## config.mk

```make
export PLATFORM = sky130hd
export DESIGN_NAME = dds_sweep_ctrl_flat
export DESIGN_NICKNAME = d
export VERILOG_FILES = /design/src/rtl/dds_sweep_pkg.sv /design/src/rtl/dds_sweep_ctrl_if.sv /design/src/rtl/dds_sweep_ctrl_down_cnt.sv /design/src/rtl/dds_sweep_ctrl.sv /design/src/flat_wrapper.sv
export SDC_FILE = /design/constraint.sdc
export NUM_CORES = 1
export LEC_CHECK = 0
export CORE_MARGIN = 4
export CORE_UTILIZATION = 50
export CTS_BUF_LIST = sky130_fd_sc_hd__clkbuf_16
export CTS_CLUSTER_SIZE = 28
export DETAILED_ROUTE_END_ITERATION = 10
export PLACE_DENSITY = 0.83
export SYNTH_ARGS = -nofsm -noshare
export SYNTH_HDL_FRONTEND = slang
export SYNTH_SLANG_ARGS = --single-unit
```

## constraint.sdc

```tcl
create_clock -name clk -period 5.7 [get_ports clk]
set_clock_uncertainty 0.05 [all_clocks]
set_input_delay 1.71 -clock clk [delete_from_list [all_inputs] [get_ports clk]]
set_output_delay 1.71 -clock clk [all_outputs]
set_load 0.01 [all_outputs]
```

## src/rtl/dds_sweep_pkg.sv

```systemverilog
// Shared definitions for the DDS frequency-sweep sequencer.
// - state_e: sequencer state encoding (IDLE=0, SETTLE=1, MEASURE=2, DONE=3).
// - Default DDS word widths, shared with the dds core so both sides agree.
package dds_sweep_pkg;

  localparam int DEF_FWORD_WIDTH = 28;
  localparam int DEF_PWORD_WIDTH = 10;
  localparam int DEF_CNT_WIDTH   = 16;
  localparam int DEF_STEP_WIDTH  = 8;

  typedef enum logic [1:0] {
    IDLE    = 2'd0,
    SETTLE  = 2'd1,
    MEASURE = 2'd2,
    DONE    = 2'd3
  } state_e;

endpackage

```

## src/rtl/dds_sweep_ctrl_if.sv

```systemverilog
// Sweep control/status bundle between a sweep requester and dds_sweep_ctrl.
// - master: drives start/abort and sweep config, observes DDS words and flags.
// - slave : the sequencer side.
interface dds_sweep_ctrl_if
  import dds_sweep_pkg::*;
#(
  parameter int Fword_width = DEF_FWORD_WIDTH,
  parameter int Pword_width = DEF_PWORD_WIDTH,
  parameter int Cnt_width   = DEF_CNT_WIDTH,
  parameter int Step_width  = DEF_STEP_WIDTH
);
  logic                   start;
  logic                   abort;
  logic [Fword_width-1:0] start_fre;
  logic [Fword_width-1:0] step_fre;
  logic [Step_width-1:0]  num_steps;
  logic [Cnt_width-1:0]   settle_cycles;
  logic [Cnt_width-1:0]   dwell_cycles;
  logic [Pword_width-1:0] pha_cfg;

  logic [Fword_width-1:0] fre_w;
  logic [Pword_width-1:0] pha_w;
  logic                   meas_valid;
  logic                   step_done;
  logic [Step_width-1:0]  step_idx;
  logic                   busy;
  logic                   done;

  modport master (
    output start, abort, start_fre, step_fre, num_steps,
           settle_cycles, dwell_cycles, pha_cfg,
    input  fre_w, pha_w, meas_valid, step_done, step_idx, busy, done
  );

  modport slave (
    input  start, abort, start_fre, step_fre, num_steps,
           settle_cycles, dwell_cycles, pha_cfg,
    output fre_w, pha_w, meas_valid, step_done, step_idx, busy, done
  );
endinterface

```

## src/rtl/dds_sweep_ctrl_down_cnt.sv

```systemverilog
// sweep_down_cnt: loadable down-counter shared by the settle and dwell
// intervals. Load with (length - 1); zero marks the final cycle of the
// interval. Holds at zero until reloaded.
// Ports: clk, rst (sync, active high), load, load_val, cnt, zero.
module sweep_down_cnt #(
  parameter int Cnt_width = 16
)(
  input  logic                 clk,
  input  logic                 rst,
  input  logic                 load,
  input  logic [Cnt_width-1:0] load_val,
  output logic [Cnt_width-1:0] cnt,
  output logic                 zero
);
  always_ff @(posedge clk) begin
    if (rst)            cnt <= '0;
    else if (load)      cnt <= load_val;
    else if (cnt != '0) cnt <= cnt - 1'b1;
  end

  assign zero = (cnt == '0);
endmodule

```

## src/rtl/dds_sweep_ctrl.sv

```systemverilog
// dds_sweep_ctrl: linear multi-point frequency sweep for the DDS excitation.
// Each point holds settle_cycles of settle, then max(dwell_cycles,1) cycles
// of measurement window (meas_valid high), stepping fre_w by step_fre.
// Ports: clk, rst (sync, active high), bus (dds_sweep_ctrl_if.slave) carrying
// start/abort, sweep config, and the registered DDS words and status flags.
module dds_sweep_ctrl
  import dds_sweep_pkg::*;
#(
  parameter int Fword_width = DEF_FWORD_WIDTH,
  parameter int Pword_width = DEF_PWORD_WIDTH,
  parameter int Cnt_width   = DEF_CNT_WIDTH,
  parameter int Step_width  = DEF_STEP_WIDTH
)(
  input  logic           clk,
  input  logic           rst,
  dds_sweep_ctrl_if.slave bus
);
  state_e                 state;
  logic [Fword_width-1:0] fre_q;
  logic [Pword_width-1:0] pha_q;
  logic                   meas_q, sd_q, busy_q, done_q;
  logic [Step_width-1:0]  idx_q;

  // Latched sweep config (stored pre-normalised: last index and dwell-1).
  logic [Fword_width-1:0] step_q;
  logic [Step_width-1:0]  last_q;
  logic [Cnt_width-1:0]   settle_q;
  logic [Cnt_width-1:0]   dwell_m1_q;

  logic [Step_width-1:0]  in_last;
  logic [Cnt_width-1:0]   in_dwell_m1;
  logic                   cnt_load, cnt_zero;
  logic [Cnt_width-1:0]   cnt_val, cnt;
  logic                   pt_last;

  // num_steps=0 and dwell_cycles=0 both behave as 1.
  assign in_last     = (bus.num_steps    == '0) ? '0 : bus.num_steps - 1'b1;
  assign in_dwell_m1 = (bus.dwell_cycles == '0) ? '0 : bus.dwell_cycles - 1'b1;
  assign pt_last     = (idx_q == last_q);

  // Counter reload on every interval entry; settle of 0 skips straight to
  // loading the dwell length.
  always_comb begin
    cnt_load = 1'b0;
    cnt_val  = '0;
    case (state)
      IDLE: if (bus.start && !bus.abort) begin
        cnt_load = 1'b1;
        cnt_val  = (bus.settle_cycles != '0) ? bus.settle_cycles - 1'b1 : in_dwell_m1;
      end
      SETTLE: if (cnt_zero) begin
        cnt_load = 1'b1;
        cnt_val  = dwell_m1_q;
      end
      MEASURE: if (cnt_zero && !pt_last) begin
        cnt_load = 1'b1;
        cnt_val  = (settle_q != '0) ? settle_q - 1'b1 : dwell_m1_q;
      end
      default: ;
    endcase
  end

  sweep_down_cnt #(.Cnt_width(Cnt_width)) u_cnt (
    .clk      (clk),
    .rst      (rst),
    .load     (cnt_load),
    .load_val (cnt_val),
    .cnt      (cnt),
    .zero     (cnt_zero)
  );

  // step_done is registered, so it is set one cycle ahead: whenever the next
  // cycle is a MEASURE cycle whose counter will read zero.
  always_ff @(posedge clk) begin
    if (rst || bus.abort) begin
      state  <= IDLE;
      fre_q  <= '0;
      pha_q  <= '0;
      meas_q <= 1'b0;
      sd_q   <= 1'b0;
      idx_q  <= '0;
      busy_q <= 1'b0;
      done_q <= 1'b0;
      if (rst) begin
        step_q     <= '0;
        last_q     <= '0;
        settle_q   <= '0;
        dwell_m1_q <= '0;
      end
    end else begin
      case (state)
        IDLE: begin
          fre_q  <= '0;
          pha_q  <= '0;
          meas_q <= 1'b0;
          sd_q   <= 1'b0;
          idx_q  <= '0;
          busy_q <= 1'b0;
          done_q <= 1'b0;
          if (bus.start) begin
            step_q     <= bus.step_fre;
            last_q     <= in_last;
            settle_q   <= bus.settle_cycles;
            dwell_m1_q <= in_dwell_m1;
            fre_q      <= bus.start_fre;
            pha_q      <= bus.pha_cfg;
            busy_q     <= 1'b1;
            if (bus.settle_cycles != '0) begin
              state <= SETTLE;
            end else begin
              state  <= MEASURE;
              meas_q <= 1'b1;
              sd_q   <= (in_dwell_m1 == '0);
            end
          end
        end
        SETTLE: if (cnt_zero) begin
          state  <= MEASURE;
          meas_q <= 1'b1;
          sd_q   <= (dwell_m1_q == '0);
        end
        MEASURE: begin
          if (cnt_zero) begin
            sd_q <= 1'b0;
            if (pt_last) begin
              state  <= DONE;
              meas_q <= 1'b0;
              done_q <= 1'b1;
            end else begin
              fre_q <= fre_q + step_q;
              idx_q <= idx_q + 1'b1;
              if (settle_q != '0) begin
                state  <= SETTLE;
                meas_q <= 1'b0;
              end else begin
                state  <= MEASURE;
                meas_q <= 1'b1;
                sd_q   <= (dwell_m1_q == '0);
              end
            end
          end else begin
            sd_q <= (cnt == Cnt_width'(1));
          end
        end
        DONE: begin
          state  <= IDLE;
          fre_q  <= '0;
          pha_q  <= '0;
          idx_q  <= '0;
          busy_q <= 1'b0;
          done_q <= 1'b0;
        end
        default: state <= IDLE;
      endcase
    end
  end

  assign bus.fre_w      = fre_q;
  assign bus.pha_w      = pha_q;
  assign bus.meas_valid = meas_q;
  assign bus.step_done  = sd_q;
  assign bus.step_idx   = idx_q;
  assign bus.busy       = busy_q;
  assign bus.done       = done_q;
endmodule

```

## src/flat_wrapper.sv

```systemverilog
// flat-port wrapper written by rule: the top's interface ports become plain ports
module dds_sweep_ctrl_flat import dds_sweep_pkg::*;
#(
  parameter int Fword_width = DEF_FWORD_WIDTH,
  parameter int Pword_width = DEF_PWORD_WIDTH,
  parameter int Cnt_width   = DEF_CNT_WIDTH,
  parameter int Step_width  = DEF_STEP_WIDTH
)
  (clk, rst, bus_start, bus_abort, bus_start_fre, bus_step_fre, bus_num_steps, bus_settle_cycles, bus_dwell_cycles, bus_pha_cfg, bus_fre_w, bus_pha_w, bus_meas_valid, bus_step_done, bus_step_idx, bus_busy, bus_done);
  dds_sweep_ctrl_if #(.Fword_width(Fword_width), .Pword_width(Pword_width), .Cnt_width(Cnt_width), .Step_width(Step_width)) bus_i ();
  input  logic clk;
  input  logic rst;
  input wire logic [$bits(bus_i.start)-1:0] bus_start;
  input wire logic [$bits(bus_i.abort)-1:0] bus_abort;
  input wire logic [$bits(bus_i.start_fre)-1:0] bus_start_fre;
  input wire logic [$bits(bus_i.step_fre)-1:0] bus_step_fre;
  input wire logic [$bits(bus_i.num_steps)-1:0] bus_num_steps;
  input wire logic [$bits(bus_i.settle_cycles)-1:0] bus_settle_cycles;
  input wire logic [$bits(bus_i.dwell_cycles)-1:0] bus_dwell_cycles;
  input wire logic [$bits(bus_i.pha_cfg)-1:0] bus_pha_cfg;
  output wire logic [$bits(bus_i.fre_w)-1:0] bus_fre_w;
  output wire logic [$bits(bus_i.pha_w)-1:0] bus_pha_w;
  output wire logic [$bits(bus_i.meas_valid)-1:0] bus_meas_valid;
  output wire logic [$bits(bus_i.step_done)-1:0] bus_step_done;
  output wire logic [$bits(bus_i.step_idx)-1:0] bus_step_idx;
  output wire logic [$bits(bus_i.busy)-1:0] bus_busy;
  output wire logic [$bits(bus_i.done)-1:0] bus_done;
  assign bus_i.start = bus_start;
  assign bus_i.abort = bus_abort;
  assign bus_i.start_fre = bus_start_fre;
  assign bus_i.step_fre = bus_step_fre;
  assign bus_i.num_steps = bus_num_steps;
  assign bus_i.settle_cycles = bus_settle_cycles;
  assign bus_i.dwell_cycles = bus_dwell_cycles;
  assign bus_i.pha_cfg = bus_pha_cfg;
  assign bus_fre_w = bus_i.fre_w;
  assign bus_pha_w = bus_i.pha_w;
  assign bus_meas_valid = bus_i.meas_valid;
  assign bus_step_done = bus_i.step_done;
  assign bus_step_idx = bus_i.step_idx;
  assign bus_busy = bus_i.busy;
  assign bus_done = bus_i.done;
  dds_sweep_ctrl #(.Fword_width(Fword_width), .Pword_width(Pword_width), .Cnt_width(Cnt_width), .Step_width(Step_width)) u_core (.clk(clk), .rst(rst), .bus(bus_i));
endmodule
```

==> qor.yml <==
outcome:
  status: "completed"
pwr:
  powerDensity_nw_per_um2: 290
  finalPower_uw: 3130
  ir_drop_uv: 244
  p_leak_uw: 0.00420
clocking:
  cts_buffers: 17
  cts_post_setup_buffers_inserted: 0
  hold_buffers: 0
  ctsResizeCount: 0
  htreeDepth: 4
  cts.clk_slew.worst_paths_ns: 0.07
  cts_tree: "done"
  clock_sinks: 136
  clock_latency_ns: 0.43
  clockBufferDepth: 2
  cts-root-buf: "clkbuf_16"
finish:
  register_area_um2: 3400
  final_cell_mix: "159 x clkdlybuf4s50_1, 123 x nor2_1, 71 x nand2_1, 68 x dfxtp_1, 68 x edfxtp_1"
  diodes: 0
  postLayoutCellArea_um2: 10800
  nFillCells: 1372
  multi_input_area_um2: 4830
  num-nets-final: 1246
  final_layout_size_suffix_gt1_share_pct: 5.60
  mostFrequentLayoutCell: "clkdlybuf4s50_1"
  area_growth_pct: 27.5
  fin_util_pct: 65.2
worst_setup_path:
  critPathMaxFanout: 5
  cp_common_cell: "a21oi_1"
  required_ns: 6.00
  crit_path_end_kind: "flip-flop"
  arrival_ns: 4.60
  crit_path_max_incr_delay_ns: 0.51
  crit_type: "in -> reg"
  crit_family: "simple AND/OR/NAND/NOR gates"
  cp_slowest_cell: "clkdlybuf4s50_1"
  crit_buf_inv: 2
  cp_cell_sequence: "clkdlybuf4s50_1 > inv_1 > ha_1 > nor4b_2 > nand3_1 > nor4_1 > mux2i_1 > nor2b_1 > or4_1 > a21oi_1 > o21ai_1 > a21oi_1"
  startpoint_type: "input pin"
drt:
  num_vias: 7904
  drt_drc_violations_left: 0
  wl_per_cell_um: 18.8
  drt_iter0_drc: 668
  vias_per_cell: 5.95
  wl_um: 25000
  detail-route-antenna-nets: 0
  first_pass_iters: 6
sta:
  fmax_ghz: 0.233
  period_share_pct: 75.4
  setup_viol: 0
  timing.setup.tns_ns: 0
  tightest_slew_ns: 0.978
  hold_violations: 0
  period_needed_ns: 4.30
  rsz0062_at_grt: "false"
  slew_violations: 0
  slew-limit-headroom_pct: 34.6
die:
  start_util_pct: 51.1
  fp.dieH_um: 138
  die_area_um2: 19100
  die_width_um: 138
  core.rowCount: 47
  design.portCount: 160
  core_area_um2: 16600
yosys:
  synth_fp_nets: 1100
  synthesis.instances: 949
  ys_types: 66
  netlist_area_um2: 8480
  synth_edf_count: 68
  ys_ff_latch: 136
  synth-warning-count: 0
  async_flop_share_pct: 0
  syn_area_per_cell_um2: 8.93
  seq_area_frac_synth_pct: 40.1
  synthFlopType: "edfxtp_1"
placement:
  gp_congestion: 0.976
  hpwl_um: 18100
  place_area_um2: 10200
  io_buffers: 159
grt:
  grt_max_degree: 69
  grt_overflow_total: 0
  antenna_found_initial: 0
  gr-usage-all-layers_pct: 25.7
  grt_pass1_wl_um: 40400
  grt_pass1_vias: 7832
run:
  max_cap_viol_count: 0
worst_hold_path:
  min_path_type: "reg -> reg"
-- final timing paths --
path | from | to | slack [ns] | cells after the start
worst max register to register | u_core.u_cnt.cnt[13] | u_core.u_cnt.cnt[11] | 2.16 | 8
worst min-delay path | u_core.bus.done | u_core.bus.done | 0.44 | 2
worst max-delay path | bus_dwell_cycles[0] | u_core.u_cnt.cnt[14] | 1.40 | 12
worst min register to register | u_core.bus.done | u_core.bus.done | 0.44 | 2
-- per-stage QoR --
stage	hold WS [ns]	worst slack (ns)	cells
final	0.438	1.40	1328
after global routing	0.474	1.13	1328
after CTS	0.440	1.42	1328
after detailed placement	0.433	1.04	1296
after global placement	0.416	1.11	1296
after floorplan	0.435	1.42	949
-- synthesized netlist by cell type, types with 11 or more instances --
master / count / area share [%]
a211oi_1: 21 / 1.9
clkbuf_1: 23 / 1.0
a31oi_1: 12 / 0.89
and2_1: 45 / 3.3
xnor2_1: 38 / 3.9
nor4_1: 22 / 1.6
dfxtp_1: 68 / 16
a22oi_1: 11 / 0.97
nand2_1: 71 / 3.1
o21ai_0: 45 / 2.7
a21o_1: 13 / 1.2
a221oi_1: 21 / 2.2
nor2_1: 124 / 5.5
ha_1: 40 / 5.9
inv_1: 26 / 1.2
a21oi_1: 51 / 3.0
xor2_1: 47 / 4.9
nand3_1: 19 / 1.1
nor3_1: 43 / 2.5
edfxtp_1: 68 / 24
or3_1: 13 / 0.96
-- state kept, by name, indices dropped and copies added, names as in the netlist, 2 cells and up --
name and flops:
u_core.bus.step_idx 8, u_core.state 2, u_core.last_q 8, u_core.settle_q 16, u_core.u_cnt.cnt 16, u_core.dwell_m1_q 16, u_core.bus.fre_w 28, u_core.step_q 28
u_core.bus.pha_w 10
-- kinds of logic (layout without fill, tap and decap cells) --
| family | Yosys count | count (layout) | share of synthesized area (%) |
|---|---|---|---|
| adders and majority gates | 41 | 41 | 6.14 |
| xor gates and xnor gates | 85 | 85 | 8.78 |
| AOI/OAI and AO/OA | 222 | 222 | 17.4 |
| muxes | 6 | 6 | 0.723 |
| buffers and inverters | 64 | 223 | 3.13 |
| DFF | 136 | 136 | 40.1 |
| and+or+nand+nor | 395 | 395 | 23.7 |
-- worst reg2reg max path, delay by kind of cell (launching register included) --
| family | cells | cell delay [ns] |
|---|---|---|
| AND/OR/NAND/NOR | 5 | 1.69 |
| flip-flops | 1 | 0.35 |
| AO/OA/AOI/OAI | 3 | 1.29 |
-- layer usage --
metal	part of all wire [%]	GRT usage (%)	routed length [µm]
met5	0	0	0
met4	2.2	7.59	543
met3	9.4	6.66	2350
met2	46	41.0	11400
met1	43	34.6	10600
-- power breakdown --
part           leakage, µW  internal [µW]  switching, µW  total [µW]
clock             0.000271            574            488        1060
combinational      0.00266            375            466         841
sequential         0.00127           1130           96.6        1230
total              0.00420           2080           1050        3130
-- area by class of cell --
cell class                      instances  area share [%]
Tap cell                              220            2.55
Inverter                               26           0.903
Sequential cell                       136            31.5
Multi-Input combinational cell        749            44.7
Timing Repair Buffer                  165            15.1
Clock inverter                         15            1.27
Clock buffer                           17            3.94
(Power assumes the default switching activity.)
